`src/rtl/msg_scheduler_pkg.sv`:
```
// Shared SHA-256 definitions for the message schedule and compression core:
// word widths, round count, scheduler state encodings, sigma functions.
package msg_scheduler_pkg;

    localparam int unsigned WORD_W    = 32;
    localparam int unsigned LONG_W    = 64;
    localparam int unsigned ROUNDS    = 64;
    localparam int unsigned WIN_DEPTH = 16;

    localparam logic [1:0] ST_IDLE   = 2'd0;
    localparam logic [1:0] ST_LOAD   = 2'd1;
    localparam logic [1:0] ST_EXPAND = 2'd2;
    localparam logic [1:0] ST_DONE   = 2'd3;

    // small sigma 0: ROTR7 ^ ROTR18 ^ SHR3
    function automatic logic [WORD_W-1:0] sigma0(input logic [WORD_W-1:0] x);
        return {x[6:0], x[31:7]} ^ {x[17:0], x[31:18]} ^ {3'b000, x[31:3]};
    endfunction

    // small sigma 1: ROTR17 ^ ROTR19 ^ SHR10
    function automatic logic [WORD_W-1:0] sigma1(input logic [WORD_W-1:0] x);
        return {x[16:0], x[31:17]} ^ {x[18:0], x[31:19]} ^ {10'b0, x[31:10]};
    endfunction

endpackage

```
`src/rtl/msg_sched_expand.sv`:
```
// Combinational schedule expansion: W_t from W[t-2], W[t-7], W[t-15], W[t-16].
module msg_sched_expand
    import msg_scheduler_pkg::*;
(
    input  logic [WORD_W-1:0] w_m2,
    input  logic [WORD_W-1:0] w_m7,
    input  logic [WORD_W-1:0] w_m15,
    input  logic [WORD_W-1:0] w_m16,
    output logic [WORD_W-1:0] w_new
);

    // Sum of the four schedule terms, modulo 2^32
    always_comb begin
        w_new = sigma1(w_m2) + w_m7 + sigma0(w_m15) + w_m16;
    end

endmodule

```
`src/rtl/msg_scheduler.sv`:
```
// SHA-256 message schedule generator. Loads 16 padded words from the padder,
// then expands W16..W63, emitting W0..W63 through a valid/ready output.
// Optional feature: define MSG_SCHED_IDX_EN to expose the w_idx port.
module msg_scheduler
    import msg_scheduler_pkg::*;
(
    input  logic              clk,
    input  logic              reset,
    input  logic              start,
    input  logic [WORD_W-1:0] w_in,
    input  logic              w_in_valid,
    output logic              in_ready,
    output logic [WORD_W-1:0] w_out,
    output logic              w_valid,
    input  logic              w_ready,
    output logic              done
`ifdef MSG_SCHED_IDX_EN
    ,
    output logic [5:0]        w_idx
`endif
);

    localparam logic [5:0] LAST_IDX = 6'(ROUNDS - 1);
    localparam logic [5:0] LOAD_END = 6'(WIN_DEPTH - 1);

    logic [1:0]        state_q, state_d;
    logic [WORD_W-1:0] win_q [WIN_DEPTH];
    logic [WORD_W-1:0] win_d [WIN_DEPTH];
    logic [5:0]        t_q, t_d;
    logic              first_q, first_d;
    logic [WORD_W-1:0] w_out_q, w_out_d;
    logic              w_valid_q, w_valid_d;

    logic              out_free;
    logic              produce;
    logic [5:0]        next_idx;
    logic [WORD_W-1:0] new_word;
    logic [WORD_W-1:0] w_exp;

    // Window taps: win_q[15] is W[t-1], win_q[0] is W[t-16]
    msg_sched_expand u_expand (
        .w_m2  (win_q[14]),
        .w_m7  (win_q[9]),
        .w_m15 (win_q[1]),
        .w_m16 (win_q[0]),
        .w_new (w_exp)
    );

    // Next-state, window shift and output register logic.
    // t holds the index of the word on w_out; first marks that no word of the
    // block has been produced yet, so t never needs to count to 64.
    always_comb begin
        state_d   = state_q;
        win_d     = win_q;
        t_d       = t_q;
        first_d   = first_q;
        w_out_d   = w_out_q;
        w_valid_d = w_valid_q;
        produce   = 1'b0;
        new_word  = w_in;
        out_free  = !w_valid_q || w_ready;
        next_idx  = first_q ? 6'd0 : t_q + 6'd1;
        in_ready  = (state_q == ST_LOAD) && out_free;
        done      = (state_q == ST_DONE);

        case (state_q)
            ST_IDLE: begin
                if (start) begin
                    state_d = ST_LOAD;
                    t_d     = '0;
                    first_d = 1'b1;
                end
            end
            ST_LOAD: begin
                if (w_in_valid && in_ready) begin
                    produce  = 1'b1;
                    new_word = w_in;
                    if (next_idx == LOAD_END) begin
                        state_d = ST_EXPAND;
                    end
                end
            end
            ST_EXPAND: begin
                if (t_q != LAST_IDX) begin
                    if (out_free) begin
                        produce  = 1'b1;
                        new_word = w_exp;
                    end
                end else if (w_valid_q && w_ready) begin
                    state_d = ST_DONE;
                end
            end
            default: begin
                state_d = ST_IDLE;
            end
        endcase

        if (produce) begin
            for (int unsigned i = 0; i < WIN_DEPTH - 1; i++) begin
                win_d[i] = win_q[i + 1];
            end
            win_d[WIN_DEPTH - 1] = new_word;
            w_out_d   = new_word;
            w_valid_d = 1'b1;
            t_d       = next_idx;
            first_d   = 1'b0;
        end else if (w_valid_q && w_ready) begin
            w_valid_d = 1'b0;
        end
    end

    // State, window, counter and output registers with async active-low reset
    always_ff @(posedge clk or negedge reset) begin
        if (!reset) begin
            state_q   <= ST_IDLE;
            win_q     <= '{default: '0};
            t_q       <= '0;
            first_q   <= 1'b0;
            w_out_q   <= '0;
            w_valid_q <= 1'b0;
        end else begin
            state_q   <= state_d;
            win_q     <= win_d;
            t_q       <= t_d;
            first_q   <= first_d;
            w_out_q   <= w_out_d;
            w_valid_q <= w_valid_d;
        end
    end

    assign w_out   = w_out_q;
    assign w_valid = w_valid_q;
`ifdef MSG_SCHED_IDX_EN
    assign w_idx   = t_q;
`endif

endmodule
```
`config.mk`:
```
export PLATFORM = sky130hd
export DESIGN_NAME = msg_scheduler
export DESIGN_NICKNAME = d
export VERILOG_FILES = /design/src/rtl/msg_scheduler_pkg.sv /design/src/rtl/msg_sched_expand.sv /design/src/rtl/msg_scheduler.sv
export SDC_FILE = /design/constraint.sdc
export NUM_CORES = 1
export LEC_CHECK = 0
export BUFFER_PORTS_ARGS = -buffer_cell sky130_fd_sc_hd__clkbuf_2
export CORE_ASPECT_RATIO = 0.6
export CORE_UTILIZATION = 40
export DETAILED_ROUTE_END_ITERATION = 10
export RECOVER_POWER = 50
export SLEW_MARGIN = 20
export SYNTH_ARGS = -nofsm -noshare
export SYNTH_HDL_FRONTEND = slang
export SYNTH_SLANG_ARGS = --single-unit
```
`constraint.sdc`:
```
create_clock -name clk -period 9 [get_ports clk]
set_clock_uncertainty 0.1 [all_clocks]
set_input_delay 0.45 -clock clk [delete_from_list [all_inputs] [get_ports clk]]
set_output_delay 0.45 -clock clk [all_outputs]
set_load 0.005 [all_outputs]
```
After elaboration in Yosys (flattened, before gate mapping):

Cells that the tools add are included.

* word-level logic and storage cells: 71
* output and inout port bits: 35
* bits in registers: 522
* input bits: 37

* $add $sub $neg: 4
* reduce and logical (&&, ||, !) cells: 11
* bitwise logic cells: 4
* mux-type cells: 22
* equality and inequality tests: 10

Operators with widths (number)
* $add A32 B32 Y32: 3
* $mux W32: 3
* $xor A32 B32 Y32: 2
* $xor A32 B22 Y32: 1
* $xor A32 B29 Y32: 1
* $mux W6: 4
* $mux W2: 5
* $mux W1: 8
* $add A6 B1 Y6 const B: 1
* $eq A6 B4 Y1 const B: 1
* $ne A2 B2 Y1 const B: 3
* $ne A6 B6 Y1 const B: 1
* $pmux W2 S3: 1
* $reduce_bool A2 Y1: 3
* $reduce_and A5 Y1: 1
* $eq A2 B2 Y1 const B: 2
* $ne A2 B1 Y1 const B: 2
* $logic_and A1 B1 Y1: 3
* $eq A2 B1 Y1 const B: 1
* $logic_not A2 Y1: 1
* $pmux W1 S2: 1
* $reduce_and A2 Y1: 1
* $logic_not A1 Y1: 1
* $logic_or A1 B1 Y1: 1

Depth between registers and ports, before layout:

Gate-level depths: netlist (run 1).

* depth in word-level cells: 8
* gate-level depth with buffers: 18
* depth with buffers taken out: 17

By module:

A second synthesis (run 1) with hierarchy kept.

* cells, all modules: 2802
* area total of the unflattened synthesis: 24760.0 µm²

Modules (own cells, without submodules)
* msg_scheduler: cells an instance 2261, area each 20327.0 µm², sequential area each 13062.5 µm², instances 1
* msg_sched_expand: cells an instance 541, area each 4433.0 µm², sequential area each 0.0 µm², instances 1

Least setup slack after synthesis (run 1):

Ideal clock, no wire load.

* path type: flip-flop to flip-flop
* start: register win_q[52] (netlist name)
* end: register w_out_q[29], in the netlist w_out[29]
* data required time: 8823 ps
* slack: 5047 ps
* arrival time: 3777 ps
* setup time: 77 ps
* cell stages (with the launch flop): 19
* clock period less this slack: 3953 ps
* buffers on the path: 1
* path through: dfrtp_1 clkbuf_1 xnor2_1 xnor2_1 fa_1 inv_1 fa_1 inv_1 ha_1 inv_1 fa_1 nand2b_1 a21oi_1 o2111ai_1 a22o_2 o21ai_2 a41oi_1 xor2_1 o21ai_1

* word-level cells in the longest chain between the ends: 8

RTL lines
* from (decl): line msg_scheduler.sv:27 `logic [WORD_W-1:0] win_q [WIN_DEPTH];`
* from (signal assigned): line msg_scheduler.sv:123 `win_q <= win_d;`
* $xor A32 B32 Y32: line msg_scheduler_pkg.sv:22 `return {x[16:0], x[31:17]} ^ {x[18:0], x[31:19]} ^ {10'b0, x[31:10]};`
* $xor A32 B22 Y32 *: line msg_scheduler_pkg.sv:22
* $add A32 B32 Y32 * (3 in a row): line msg_sched_expand.sv:14 `w_new = sigma1(w_m2) + w_m7 + sigma0(w_m15) + w_m16;`
* $mux W32 *: line msg_scheduler.sv:85 `if (out_free) begin`
* $mux W32 *: line msg_scheduler.sv:84 `if (t_q != LAST_IDX) begin`
* $mux W32 *
* to (signal assigned): line msg_scheduler.sv:126 `w_out_q <= w_out_d;`
* to (decl): line msg_scheduler.sv:31 `logic [WORD_W-1:0] w_out_q, w_out_d;`

Every way passes the cells marked *; elsewhere a longest branch is shown, timed or not.
A chain may end at the register's enable or synchronous reset.

Final worst setup path (run 1):

* start: register t_q[0]
* end: register win_q[132] (netlist name)

* word-level cells in the longest chain between the ends: 3

RTL lines
* from (decl): line msg_scheduler.sv:29 `logic [5:0] t_q, t_d;`
* from (signal assigned): line msg_scheduler.sv:124 `t_q <= t_d;`
* $ne A6 B6 Y1: line msg_scheduler.sv:84
* $mux W1: line msg_scheduler.sv:84
* $pmux W1 S2: line msg_scheduler.sv:66 `case (state_q)`

Every way passes these cells.

==> results by group, run 1 <==
Outcome
  – Status: finished with violations
  – Violations in the final reports: capacitance limit, slew limit

Finish
  – Number of nets in the layout: between 2000 and 3000
  – Commonest non-fill, non-tap cells in the layout: nand2_1, dfrtp_1, inv_1
  – Area growth, synth to finish: 9.08%
  – Most common cell after layout, fill and taps aside: nand2_1
  – Fraction of final layout cells with drive strength greater than 1: around 5.3%
  – Number of inserted diodes: 0

Drt
  – Initial drt markers: around 1800
  – Routed length per placed instance: between 15 and 20 um
  – Length of the first detailed-routing pass in iterations: 7
  – Total via count after detailed routing: between 15000 and 20000
  – Drc violations: 0
  – Post-detailed-route via-to-cell ratio: about 5
  – Remaining antenna violation count: 0
  – Total length of routed wires: approximately 66000 um

Clocking
  – Count of clock tree sinks: roughly 520
  – Root Driver: clkbuf_16
  – Clock tree from TritonCTS: built
  – Level count of the clock H-tree: 2
  – Clock latency of the later-clocked register in the worst-skew pair: slightly above 0.6 ns
  – Maximum root-to-sink buffer count: 3
  – Clock slew seen by the registers of the worst setup and hold paths: around 0.060 ns
  – Number of buffers created by CTS: 49

Timing
  – Final period demand of the worst path: roughly 6.2 ns
  – Final setup violation count: 0
  – Total negative slack: 0 ns
  – Slew Limit Headroom: -144%
  – Final hold vios: 0
  – Final Cycle Share: approximately two thirds
  – Slew at the pin closest to its max-slew limit: approximately 3.7 ns
  – Final Max Slew Viols: 175
  – Highest Clock Rate: 0.162 GHz
  – RSZ-0062 raised after global routing: no

Synthesis
  – Count of distinct cell types in the synthesized netlist: 54
  – Synthesis-stage register bit count: roughly 520
  – Dominant register cell in the synthesized netlist: dfrtp_1
  – Average cell area after synthesis: between 8 and 9 um2
  – Synthesis Warnings: 0
  – Mapped Cells: approximately 2900
  – Portion of the post-synthesis area used by sequential elements: between 50% and 60%
  – Area of the mapped netlist: 24700 um2
  – Synthesized netlist net count: around 3000
  – Share of async-settable or async-resettable flops after synthesis: 100%
  – Number of enable-type register cells in the synthesized netlist: 0

Setup path
  – CP Launch Type: flop
  – Capturing element type of the critical path: flop
  – Register-to-register path setup slack: ~2.8 ns
  – Start-to-end type of the worst setup path: flop to flop
  – Launch point of the worst reg-to-reg path: t_q[0]
  – Endpoint required time on the critical path: ~9.4 ns
  – Largest fanout on the critical path: between 100 and 150
  – End of the worst register-to-register path: win_q[132]
  – Worst reg2reg path depth: 10
  – Worst path arrival time: approximately 6.6 ns

Die
  – Vertical die dimension: 194 um
  – Starting utilization of the core area: roughly two fifths
  – Num ports: slightly above 70
  – Floorplan die area: 62700 um2
  – Number of standard-cell rows in the floorplan: 70
  – Width of the chip: around 320 um
  – Core area: a little over 60000 um2

Placed design
  – Final HPWL DP: between 40000 and 50000 um
  – Total of buffers placed on input and output ports: between 70 and 80
  – Global placer's final weighted congestion: 0.950

Min path
  – Terminating pin of the worst hold path: w_out[24]
  – Number of instances on the worst hold path: 3
  – Path type of the worst min-delay path: input pin to flop
  – Critical hold path startpoint: w_in[24]

Global routing
  – Initial antenna violation count: 0
  – Total congestion overflow after global routing: 0
  – Global-route met1 utilization: around a third
  – Aggregate global-route resource usage: between 20 and 25%
  – Largest net degree at the start of global routing: 184
  – Layer with the highest usage after global routing: met1
  – Met3 Resource Use GR: about 5.5%
  – Met2 demand-to-capacity share in global routing: about 28%
  – Global-route wire length before repair: around 100000 um
  – Vias in the first global route: 17379

Job
  – Number of max-capacitance violations reported: 3
==> repair_timing <==
| item | CTS | global route |
|---|---|---|
| buffers inserted | 0 | 0 |
| endpoints found under the hold margin | 62 | 0 |
| hold buffers | 6 | 0 |
| resized for setup | 0 | 0 |
==> sequential cells by signal, indices dropped and copies added (netlist names) <==
register	cells
state_q	2
t_q	6
first_q	1
w_out	32
w_valid	1
win_q	480
==> cells in the mapped netlist (all sizes together) (3+ instances only) <==
cell type | count | share of area (%)
fa | 62 | 5.0
nand2b | 9 | 0.23
nor2 | 36 | 0.55
clkbuf | 98 | 1.5
nand2 | 1450 | 22
dfrtp | 522 | 53
a31oi | 10 | 0.25
o221ai | 4 | 0.14
and2 | 6 | 0.16
nor2b | 5 | 0.13
a21oi | 58 | 1.2
o21bai | 3 | 0.091
o22ai | 3 | 0.076
xnor2 | 123 | 4.4
o2111ai | 3 | 0.11
o21ai | 65 | 1.3
inv | 141 | 2.1
xor2 | 26 | 0.92
o21a | 4 | 0.12
nand4 | 6 | 0.15
and3 | 12 | 0.31
buf | 109 | 2.5
o31ai | 4 | 0.14
nor3 | 5 | 0.10
a21o | 7 | 0.21
nand3 | 19 | 0.41
ha | 36 | 1.8
o211ai | 6 | 0.20
==> metal layers <==
layer	routed length [um]	part of all wire (%)
met2	25600	39
met5	0	0
met4	1190	1.8
met1	34100	51
met3	5470	8.2
==> critical path, cell delays in order, from the launching register on <==
cell      delay (ns)
dfrtp_1         0.42
ha_1            0.26
nand2_1         0.13
o211ai_4        0.16
clkbuf_1        1.37
nand2_1         0.20
nand2_1         1.70
buf_4           0.68
buf_6           0.66
nand2_1         0.13
nand2_1         0.11
==> final cells by class <==
class	instances	area, um2
clock buffer	69	1390
fill	6029	34100
clock inverter	12	230
inverter	141	529
multi-input combinational	1981	10100
tap	828	1040
timing repair buffer	95	561
sequential	522	13100
==> stage by stage <==
step / instance area, um2 / util [%] / hold WS [ns] / instances / setup slack, ns
after global routing: 26900 / 44.1 / 0.0301 / 3648 / 2.25
final: 26900 / 44.1 / 0.0321 / 3648 / 2.84
after detailed placement: 25300 / 41.5 / 0.337 / 3561 / 4.54
after global placement: 25300 / 41.5 / 0.335 / 3561 / 4.52
after floorplan: 24700 / - / 0.0544 / 2851 / 5.05
after CTS: 27000 / 44.2 / 0.00464 / 3648 / 4.51
==> cells by family (layout without fill, tap and decap cells) <==
logic type / count (synthesis) / after routing / synth area share [%]
AND/OR/NAND/NOR: 1553 / 1553 / 24.2
flip-flops: 522 / 522 / 53.0
buffers and inverters: 348 / 317 / 6.16
AO/OA/AOI/OAI: 179 / 179 / 4.41
XOR/XNOR: 149 / 149 / 5.29
adder cells (fa/ha/maj): 98 / 98 / 6.86
multiplexers: 2 / 2 / 0.0862
==> worst max-delay path by stage <==
stage / startpoint / end / cells after the start
2_1_floorplan: win_q[52] / w_out[29] / 18
5_1_grt: t_q[0] / w_out[28] / 11
6_report: t_q[0] / win_q[132] / 10
3_3_place_gp: win_q[59] / w_out[26] / 15
4_1_cts: win_q[452] / w_out[29] / 17
3_5_place_dp: win_q[52] / w_out[29] / 17
Power of run 1 is left out: the tool's default activity adds up to more than one toggle a clock period on the data nets, which glitch-free logic cannot reach.
==> inputs of run 2 (changes only) <==
==> constraint.sdc (replaced) <==
create_clock -name clk -period 5.1 [get_ports clk]
set_clock_uncertainty 0.1 [all_clocks]
set_input_delay 0.255 -clock clk [delete_from_list [all_inputs] [get_ports clk]]
set_output_delay 0.255 -clock clk [all_outputs]
set_load 0.005 [all_outputs]
==> run 2 against run 1 <==
The flow still finishes with violations (capacitance limit, slew limit). First-iteration DRC count grew 1.1%. Worst hold slack improved by 0.018 ns. Die area unchanged. Sequential share of layout area shrank 0.75 points. Cell area rose by 1.6%. Setup slack got worse by 2.3 ns. Via count up 1.4%. Highest routed layer unchanged. Wire length is 4.0% higher. Utilization up 0.69 points. Non-clock buffer count grew 48.
==> results by group, run 2 (same netlist as run 1, synthesis figures left out) <==
Outcome
  – Status: finished with violations
  – Violations in the final reports: capacitance limit, slew limit

Finish
  – Area of combinational cells with multiple inputs: 10100 um2 (about the same)
  – Largest register FFs: 480 (unchanged)
  – Post-route non-filler standard cell count: 3698 (+1.4%)
  – Top reg by flops: win_q
  – Number of nets in the layout: 2973 (+1.6%)
  – Commonest non-fill, non-tap cells in the layout: nand2_1, dfrtp_1, inv_1
  – Filler instances: 6045 (+0.27%)
  – Reg area: 13100 um2 (unchanged)
  – Summed area of non-filler cells in the final layout: 27300 um2 (+1.6%)
  – Area growth, synth to finish: 10.8%
  – Number of inserted diodes: 0 (unchanged)
  – Most common cell after layout, fill and taps aside: nand2_1
  – Fraction of final layout cells with drive strength greater than 1: 5.99% (+0.71 points)

Drt
  – Total length of routed wires: 69000 um (+4.0%)
  – Routed length per placed instance: 18.7 um (+2.6%)
  – Total via count after detailed routing: 18115 (+1.4%)
  – Post-detailed-route via-to-cell ratio: 4.90 (about the same)
  – Initial drt markers: 1793 (+1.1%)
  – Remaining antenna violation count: 0 (unchanged)
  – Length of the first detailed-routing pass in iterations: 5 (-2)
  – Drc violations: 0 (unchanged)

Global routing
  – Total congestion overflow after global routing: 0 (unchanged)
  – Aggregate global-route resource usage: 22.5% (+0.98 points)
  – Initial antenna violation count: 0 (unchanged)
  – Largest net degree at the start of global routing: 133 (-28%)
  – Vias in the first global route: 17602 (+1.3%)
  – Global-route wire length before repair: 108000 um (+3.8%)

Die
  – Vertical die dimension: 194 um (unchanged)
  – Starting utilization of the core area: 40.5% (unchanged)
  – Number of standard-cell rows in the floorplan: 70 (unchanged)
  – Width of the chip: 323 um (unchanged)
  – Num ports: 72 (unchanged)
  – Core area: 61000 um2 (unchanged)
  – Floorplan die area: 62700 um2 (unchanged)

Placed design
  – DP Area: 25500 um2 (+0.94%)
  – Total of buffers placed on input and output ports: 71 (unchanged)
  – Global placer's final weighted congestion: 0.946 (-0.44%)
  – Final HPWL DP: 48900 um (+6.0%)
  – Post-Place Cells: 3581 (+0.56%)
  – Worst Setup Slack post-DPL: 0.538 ns (-4.00 ns)

Setup path
  – End of the worst register-to-register path: w_out[24]
  – Slowest cell on the critical path: fa_1
  – Register-to-register path setup slack: 0.50 ns (-2.34 ns)
  – Top Family by Delay on Critical Path: adder cells
  – Largest fanout on the critical path: 7 (-93%)
  – Launch point of the worst reg-to-reg path: win_q[60]
  – Start-to-end type of the worst setup path: flop to flop
  – Worst path arrival time: 5.00 ns (-1.60 ns)
  – Slowest cell delay on critical path: 0.60 ns (-1.10 ns)
  – Endpoint required time on the critical path: 5.49 ns (-3.95 ns)
  – Capturing element type of the critical path: flop
  – Buffers & Inverters on Critical Path: 2 (-1)
  – Cell repeated most along the worst path: xnor2_1
  – CP Launch Type: flop
  – Worst path cell trace: xnor2_1, xnor2_1, fa_1, inv_1, fa_1, inv_1, ha_1, a21o_1, a31o_1, a311oi_2, nand3_2, a311oi_4, xnor2_1, nand2_1, a31oi_1
  – Worst reg2reg path depth: 15 (+5)

Clocking
  – Post-CTS Setup Repair Bufs: 0 (unchanged)
  – Clock slew seen by the registers of the worst setup and hold paths: 0.07 ns (about the same)
  – Number of buffers created by CTS: 49 (unchanged)
  – Level count of the clock H-tree: 2 (unchanged)
  – Count of clock tree sinks: 522 (unchanged)
  – Clock tree from TritonCTS: built
  – Maximum root-to-sink buffer count: 3 (unchanged)
  – Clock latency of the later-clocked register in the worst-skew pair: 0.60 ns (about the same)
  – Root Driver: clkbuf_16

Timing
  – Slew Limit Headroom: -168% (-25 points)
  – Final period demand of the worst path: 4.60 ns (-1.56 ns)
  – RSZ-0062 raised after global routing: no
  – Smallest setup slack after layout: 0.498 ns (-2.34 ns)
  – Final Cycle Share: 90.2% (+22 points)
  – Highest Clock Rate: 0.217 GHz (+34%)
  – Slew at the pin closest to its max-slew limit: 4.02 ns (+0.369 ns)
  – Total negative slack: 0 ns (unchanged)
  – Final setup violation count: 0 (unchanged)
  – Final hold vios: 0 (unchanged)
  – Final Max Slew Viols: 72 (-59%)

Min path
  – Terminating pin of the worst hold path: w_out[28]
  – Path type of the worst min-delay path: input pin to flop
  – Number of instances on the worst hold path: 5 (+2)
  – Critical hold path startpoint: w_in[28]

Job
  – Number of max-capacitance violations reported: 1 (-2)
## run 2: worst max path at each step
| stage | startpoint | endpoint | slack, ns | cells past startpoint |
|---|---|---|---|---|
| 3_3_place_gp | win_q[477] | w_out[24] | 0.59 | 15 |
| 2_1_floorplan | win_q[52] | w_out[29] | 1.15 | 18 |
| 4_1_cts | win_q[60] | w_out[24] | 0.52 | 15 |
| 3_5_place_dp | win_q[477] | w_out[24] | 0.54 | 15 |
| 6_report | win_q[60] | w_out[24] | 0.50 | 15 |
| 5_1_grt | reset | win_q[93] | 0.30 | 3 |
## run 2: area by class of cell
class / count / area share (%)
Clock buffer: 71 / 5.01
Clock inverter: 12 / 0.490
Inverter: 141 / 1.94
Multi-Input combinational cell: 1981 / 37.0
Sequential cell: 522 / 47.8
Tap cell: 828 / 3.79
Timing Repair Buffer: 143 / 4.00
## run 2: routing by layer
metal  up-vias  routed length (um)  global-route usage (%)
li1       8604                   -                       -
met1      9034               36200                    37.6
met2       409               27100                    30.0
met3        68                4830                    3.98
met4         0                 811                    3.25
met5         -                   0                       0
## run 2: what timing repair did
item / in CTS / in global routing
hold buffers: 34 / 0
hold endpoints to repair: 105 / 0
resized for setup: 0 / 0
## run 2: tightest hold or removal path, stage by stage
cell	delay [ns]
clkbuf_2	0.08
and3_1	0.14
a21oi_1	0.04
o311a_1	0.12
nand2_1	0.06
## run 2: per-stage QoR
stage,hold slack [ns],utilization (%)
after floorplan,-0.141,-
after global placement,0.195,41.8
after detailed placement,0.199,41.8
after CTS,0.00807,44.9
after global routing,0.0417,44.8
final,0.0502,44.8
Power of run 2 is left out for the same reason.
